### src/rtl/ofifo_param_if.sv
// Bus bundle for ofifo_param: per-lane writes in, aligned-row pops out,
// plus occupancy and error status.
interface ofifo_param_if #(
  parameter int COL   = 8,
  parameter int BW    = 16,
  parameter int DEPTH = 16
);
  localparam int CW = $clog2(DEPTH) + 1;

  logic [COL-1:0]    wr;
  logic [BW*COL-1:0] in;
  logic              rd;
  logic [BW*COL-1:0] out;
  logic              o_rd_valid;
  logic              o_valid;
  logic              o_full;
  logic              o_ready;
  logic              o_almost_full;
  logic [CW-1:0]     o_rows;
  logic [COL-1:0]    o_err_ovf;
  logic              o_err_udf;

  modport master (
    output wr, in, rd,
    input  out, o_rd_valid, o_valid, o_full, o_ready, o_almost_full,
           o_rows, o_err_ovf, o_err_udf
  );

  modport slave (
    input  wr, in, rd,
    output out, o_rd_valid, o_valid, o_full, o_ready, o_almost_full,
           o_rows, o_err_ovf, o_err_udf
  );
endinterface

### src/rtl/ofifo_param.sv
// Output FIFO: COL independent write lanes, each DEPTH deep; a pop takes one
// word from every lane at once and only when every lane holds data.
module ofifo_param #(
  parameter int COL    = 8,
  parameter int BW     = 16,
  parameter int DEPTH  = 16,
  parameter int AF_THR = 12
) (
  input  logic          clk,
  input  logic          reset,
  ofifo_param_if.slave  bus
);
  localparam int AW = $clog2(DEPTH);
  localparam int CW = AW + 1;

  logic [BW-1:0]     r_mem    [COL][DEPTH];
  logic [AW-1:0]     r_wr_ptr [COL];
  logic [AW-1:0]     r_rd_ptr [COL];
  logic [CW-1:0]     r_cnt    [COL];
  logic [BW*COL-1:0] r_out;
  logic              r_rd_valid;
  logic [COL-1:0]    r_err_ovf;
  logic              r_err_udf;

  logic [CW-1:0]     w_min;
  logic [CW-1:0]     w_max;
  logic [COL-1:0]    w_wr_acc;
  logic              w_pop;
  logic [BW*COL-1:0] w_row;

  // Slowest lane sets row availability, fullest lane sets full/almost-full.
  always_comb begin
    w_min = CW'(DEPTH);
    w_max = '0;
    for (int i = 0; i < COL; i++) begin
      if (r_cnt[i] < w_min) w_min = r_cnt[i];
      if (r_cnt[i] > w_max) w_max = r_cnt[i];
    end
  end

  // Accept decisions use pre-edge counts, so a pop never frees room for a
  // write landing in the same cycle.
  always_comb begin
    w_pop = bus.rd && (w_min != '0);
    w_wr_acc = '0;
    for (int i = 0; i < COL; i++)
      w_wr_acc[i] = bus.wr[i] && (r_cnt[i] != CW'(DEPTH));
  end

  // Head-of-lane words form the row that a pop will register.
  always_comb begin
    w_row = '0;
    for (int i = 0; i < COL; i++)
      w_row[BW*i +: BW] = r_mem[i][r_rd_ptr[i]];
  end

  // Lane storage; contents are not reset, pointers make stale data invisible.
  always_ff @(posedge clk) begin
    for (int i = 0; i < COL; i++)
      if (!reset && w_wr_acc[i]) r_mem[i][r_wr_ptr[i]] <= bus.in[BW*i +: BW];
  end

  // Per-lane pointers, counts and sticky overflow flags.
  always_ff @(posedge clk) begin
    if (reset) begin
      for (int i = 0; i < COL; i++) begin
        r_wr_ptr[i] <= '0;
        r_rd_ptr[i] <= '0;
        r_cnt[i]    <= '0;
      end
      r_err_ovf <= '0;
    end else begin
      for (int i = 0; i < COL; i++) begin
        if (w_wr_acc[i]) r_wr_ptr[i] <= r_wr_ptr[i] + 1'b1;
        if (w_pop)       r_rd_ptr[i] <= r_rd_ptr[i] + 1'b1;
        case ({w_wr_acc[i], w_pop})
          2'b10:   r_cnt[i] <= r_cnt[i] + 1'b1;
          2'b01:   r_cnt[i] <= r_cnt[i] - 1'b1;
          default: r_cnt[i] <= r_cnt[i];
        endcase
        if (bus.wr[i] && !w_wr_acc[i]) r_err_ovf[i] <= 1'b1;
      end
    end
  end

  // Registered row output, read strobe and sticky underflow flag.
  always_ff @(posedge clk) begin
    if (reset) begin
      r_out      <= '0;
      r_rd_valid <= 1'b0;
      r_err_udf  <= 1'b0;
    end else begin
      r_rd_valid <= w_pop;
      if (w_pop) r_out <= w_row;
      if (bus.rd && !w_pop) r_err_udf <= 1'b1;
    end
  end

  assign bus.out           = r_out;
  assign bus.o_rd_valid    = r_rd_valid;
  assign bus.o_valid       = (w_min != '0);
  assign bus.o_full        = (w_max == CW'(DEPTH));
  assign bus.o_ready       = (w_max != CW'(DEPTH));
  assign bus.o_almost_full = (w_max >= CW'(AF_THR));
  assign bus.o_rows        = w_min;
  assign bus.o_err_ovf     = r_err_ovf;
  assign bus.o_err_udf     = r_err_udf;
endmodule

### src/flat_wrapper.sv
// flat-port wrapper written by rule: the top's interface ports become plain ports
module ofifo_param_flat 
#(
  parameter int COL    = 8,
  parameter int BW     = 16,
  parameter int DEPTH  = 16,
  parameter int AF_THR = 12
)
  (clk, reset, bus_wr, bus_in, bus_rd, bus_out, bus_o_rd_valid, bus_o_valid, bus_o_full, bus_o_ready, bus_o_almost_full, bus_o_rows, bus_o_err_ovf, bus_o_err_udf);
  ofifo_param_if #(.COL(COL), .BW(BW), .DEPTH(DEPTH)) bus_i ();
  input  logic clk;
  input  logic reset;
  input wire logic [$bits(bus_i.wr)-1:0] bus_wr;
  input wire logic [$bits(bus_i.in)-1:0] bus_in;
  input wire logic [$bits(bus_i.rd)-1:0] bus_rd;
  output wire logic [$bits(bus_i.out)-1:0] bus_out;
  output wire logic [$bits(bus_i.o_rd_valid)-1:0] bus_o_rd_valid;
  output wire logic [$bits(bus_i.o_valid)-1:0] bus_o_valid;
  output wire logic [$bits(bus_i.o_full)-1:0] bus_o_full;
  output wire logic [$bits(bus_i.o_ready)-1:0] bus_o_ready;
  output wire logic [$bits(bus_i.o_almost_full)-1:0] bus_o_almost_full;
  output wire logic [$bits(bus_i.o_rows)-1:0] bus_o_rows;
  output wire logic [$bits(bus_i.o_err_ovf)-1:0] bus_o_err_ovf;
  output wire logic [$bits(bus_i.o_err_udf)-1:0] bus_o_err_udf;
  assign bus_i.wr = bus_wr;
  assign bus_i.in = bus_in;
  assign bus_i.rd = bus_rd;
  assign bus_out = bus_i.out;
  assign bus_o_rd_valid = bus_i.o_rd_valid;
  assign bus_o_valid = bus_i.o_valid;
  assign bus_o_full = bus_i.o_full;
  assign bus_o_ready = bus_i.o_ready;
  assign bus_o_almost_full = bus_i.o_almost_full;
  assign bus_o_rows = bus_i.o_rows;
  assign bus_o_err_ovf = bus_i.o_err_ovf;
  assign bus_o_err_udf = bus_i.o_err_udf;
  ofifo_param #(.COL(COL), .BW(BW), .DEPTH(DEPTH), .AF_THR(AF_THR)) u_core (.clk(clk), .reset(reset), .bus(bus_i));
endmodule
### config.mk
export PLATFORM = sky130hd
export DESIGN_NAME = ofifo_param_flat
export DESIGN_NICKNAME = d
export VERILOG_FILES = /design/src/rtl/ofifo_param_if.sv /design/src/rtl/ofifo_param.sv /design/src/flat_wrapper.sv
export SDC_FILE = /design/constraint.sdc
export NUM_CORES = 2
export LEC_CHECK = 0
export BUFFER_PORTS_ARGS = -buffer_cell sky130_fd_sc_hd__buf_2
export CAP_MARGIN = 20
export CELL_PAD_IN_SITES_DETAIL_PLACEMENT = 0
export CELL_PAD_IN_SITES_GLOBAL_PLACEMENT = 1
export CORE_MARGIN = 2
export CORE_UTILIZATION = 49
export CTS_CLUSTER_DIAMETER = 150
export DETAILED_ROUTE_END_ITERATION = 8
export HOLD_SLACK_MARGIN = 0.12
export PLACE_DENSITY_LB_ADDON = 0.1
export SLEW_MARGIN = 20
export SYNTH_ARGS = -nofsm -noshare
export SYNTH_HDL_FRONTEND = slang
export SYNTH_SLANG_ARGS = --single-unit
### constraint.sdc
create_clock -name clk -period 12.8 [get_ports clk]
set_input_delay 1.92 -clock clk [delete_from_list [all_inputs] [get_ports clk]]
set_output_delay 1.92 -clock clk [all_outputs]
set_load 0.05 [all_outputs]
==> impl_metrics.tcl <==
set metrics [dict create \
    insertion_delay_ns 0.87 \
    grt_util_all_layers 0.2171 \
    finalWeightedCongestion 0.7779 \
    clock_skew_ns 0.02720 \
    start_util 0.4926 \
    fin_ws_ns -0.6599 \
    io_pins 286 \
    h-tree-depth 4 \
    grt_pass1_wl_mm 307.4 \
    ys_seq_area_frac 0.7299 \
    syn_area_per_cell_um2 20.38 \
    holdCritPathClass "flop to flop" \
    synthToLayoutAreaGrowth_pct 16.82 \
    relSlewSlack 0.2554 \
    grt_pass1_vias 46482 \
    required_ns 10.88 \
    core_mm2 0.1874 \
    async_flop_share 0 \
    grt_start_max_net_pins 107 \
    final-hold-violation-count 0 \
    nets 5472 \
    cpPeakStageDelay_ns 0.44 \
    drt_iter0_markers 3064 \
    critPathKind "flop to output port" \
    r2r_cells 70 \
    drive_gt1_frac 0.3511 \
    dp_slack_ns -0.7432 \
    placedCellCount 7360 \
    ys.flop_type "edfxtp_1" \
    synth.ff_latch_count 2290 \
    dp_hpwl_mm 118.5 \
    rsz0062_at_grt "yes" \
    cts.clk_slew.worst_paths_ns 0.06 \
    die-area_mm2 0.1919 \
    worst_path_max_delay_cell "or3_4" \
    final_cells 7890 \
    wl_mm 210.0 \
    chipHeight_um 438.1 \
    drc 0 \
    cp_max_fo 5 \
    status "complete, but fails checks" \
    final_util 0.5755 \
    grt-ovfl-total 0 \
    row_count 159 \
    first_pass_iters 5 \
    syn_inst 4529 \
    synth_top_area_share 0.7000 \
    ctsHoldBuffers 0 \
    portBuffers 285 \
    hold_ws_ns 0.4649 \
    max_cap_violations 0 \
    postRouteAntennaNets 0 \
    antenna_found_initial 27 \
    syn_area_mm2 0.09232 \
    cts_tree "done" \
    whs_path_depth 2 \
    synth_edf_count 2152 \
    worstMarginPinSlew_ns 1.117 \
    ctsRootBufferMaster "clkbuf_16" \
    syn-num-nets 4817 \
    vias 44930 \
    yosysTopAreaCell "edfxtp_1" \
    fmax_mhz 74.30 \
    vias_per_cell 5.695 \
    failed_checks "negative setup slack" \
    cts_sinks 2290 \
    synth.distinct_cells 67 \
    cts_inserted_buffers 229 \
    setup_viol 9 \
    ys_top_cells_by_area "edfxtp_1 (70%), mux4_2 (16%), dfxtp_1 (3.0%), nand2b_1 (2.0%), ha_1 (1.9%)" \
    critPathLaunchType "flop" \
    endpoint_kind "output port" \
    yosysWarnings 0 \
    maxSlewViolCount 0 \
    period_share 1.052 \
    clockBufferDepth 3 \
    detail_route.wl_per_cell_um 26.62 \
    cp_data_arrival_time_ns 11.54 \
    crit_top_cell "buf_4" \
    fin_crit_ns 13.46 \
    floorplan.die.width_um 438.1 \
]
## cells in the mapped netlist, drive strengths merged (2+ instances only)
library cell and n:
o21ai 29, a21oi 47, nor2 175, mux2 13
xnor2 35, and2 59, a21o 34, o21bai 8
ha 142, mux4 640, nor4 2, and3 16
nor2b 13, nand2 67, fa 7, mux2i 136
clkbuf 128, nand4 4, o22ai 3, xor2 27
a31oi 12, o2111ai 2, buf 84, edfxtp 2152
nor3 56, or2 14, a211o 3, a31o 2
a221oi 4, o21a 7, a211oi 18, o31ai 6
dfxtp 138, inv 90, o221ai 2, nand3 27
o211ai 6, nor3b 10, nand2b 289, a2111oi 3
and4 2
## critical path, delay by kind of cell, from the launching register on
kind | cells | cell delay, ns
AO/OA/AOI/OAI | 21 | 3.88
flip-flops | 1 | 0.43
buffers and inverters | 14 | 1.82
multiplexers | 4 | 1.34
adder cells (fa/ha/maj) | 6 | 1.36
AND/OR/NAND/NOR | 10 | 1.80
## kinds of logic (layout without fill, tap and decap cells)
group	after synthesis	in the layout	share of synthesized area
other	0	9	0
buffers and inverters	303	1160	0.01351
AO/OA/AOI/OAI	199	199	0.01495
XOR/XNOR	62	62	0.005882
adder cells (fa/ha/maj)	149	149	0.02076
multiplexers	789	789	0.1725
flip-flops	2290	2290	0.7299
AND/OR/NAND/NOR	737	737	0.04249
## layout by cell type, fill, tap and decap left out, types with 26 or more instances in the layout
cell	instances
nand2b_1	282
xor2_1	26
clkinv_1	49
clkinv_2	45
dfxtp_1	138
clkbuf_16	232
inv_1	84
ha_1	111
mux4_2	640
nand3_1	26
buf_4	319
a21o_1	34
nor2_1	109
xnor2_1	33
edfxtp_1	2152
mux2i_1	128
buf_6	28
ha_4	27
buf_2	275
nor2_2	64
clkbuf_1	56
nand2_1	57
nor3_1	33
and2_1	54
## state kept, by name, indices dropped and copies added (netlist names)
register               cells
u_core.bus.o_err_ovf       8
u_core.bus.o_err_udf       1
u_core.bus.o_rd_valid      1
u_core.bus.out           128
u_core.r_cnt              40
u_core.r_mem            2048
u_core.r_rd_ptr           32
u_core.r_wr_ptr           32
## what timing repair did
item	4_1_cts	5_1_grt
buffers inserted	46	45
hold endpoints to repair	0	0
gates resized for setup	130	151
endpoints found under the setup margin	165	200
gates cloned	0	3
pin swaps	63	86
## metal layers
layer  routed length [um]  global-route usage
met4                 4683             0.05412
met2               108800              0.3745
met3                 9566             0.03202
met5                  129                   0
met1                86880              0.2917
## worst paths after layout
| kind | from | end | slack [ns] |
|---|---|---|---|
| setup / recovery | u_core.r_cnt[0][4] | bus_o_valid | -0.66 |
| hold / removal | u_core.bus.o_err_ovf[1] | u_core.bus.o_err_ovf[1] | 0.46 |
| setup reg to reg | u_core.r_cnt[0][4] | u_core.r_cnt[0][34] | -0.07 |
| hold reg to reg | u_core.bus.o_err_ovf[1] | u_core.bus.o_err_ovf[1] | 0.46 |
## metrics by stage
stage,TNS (ns),instance area [um2]
2_1_floorplan,-0.03353,92380
4_1_cts,-1.690,106700
6_report,-3.350,107800
3_5_place_dp,-27.36,98340
3_3_place_gp,-7.559,98320
5_1_grt,-26.93,107800
## final cells by class
type / instances / area (um2)
Multi-Input combinational cell: 1936 / 25150
Tap cell: 2495 / 3122
Timing Repair Buffer: 636 / 4337
Clock inverter: 136 / 1339
Fill cell: 14044 / 79560
Inverter: 91 / 362.8
Antenna cell: 9 / 22.52
Sequential cell: 2290 / 67380
Clock buffer: 297 / 6128
Power is left out: the tool's default activity adds up to more than one toggle a clock period on the data nets, which glitch-free logic cannot reach.
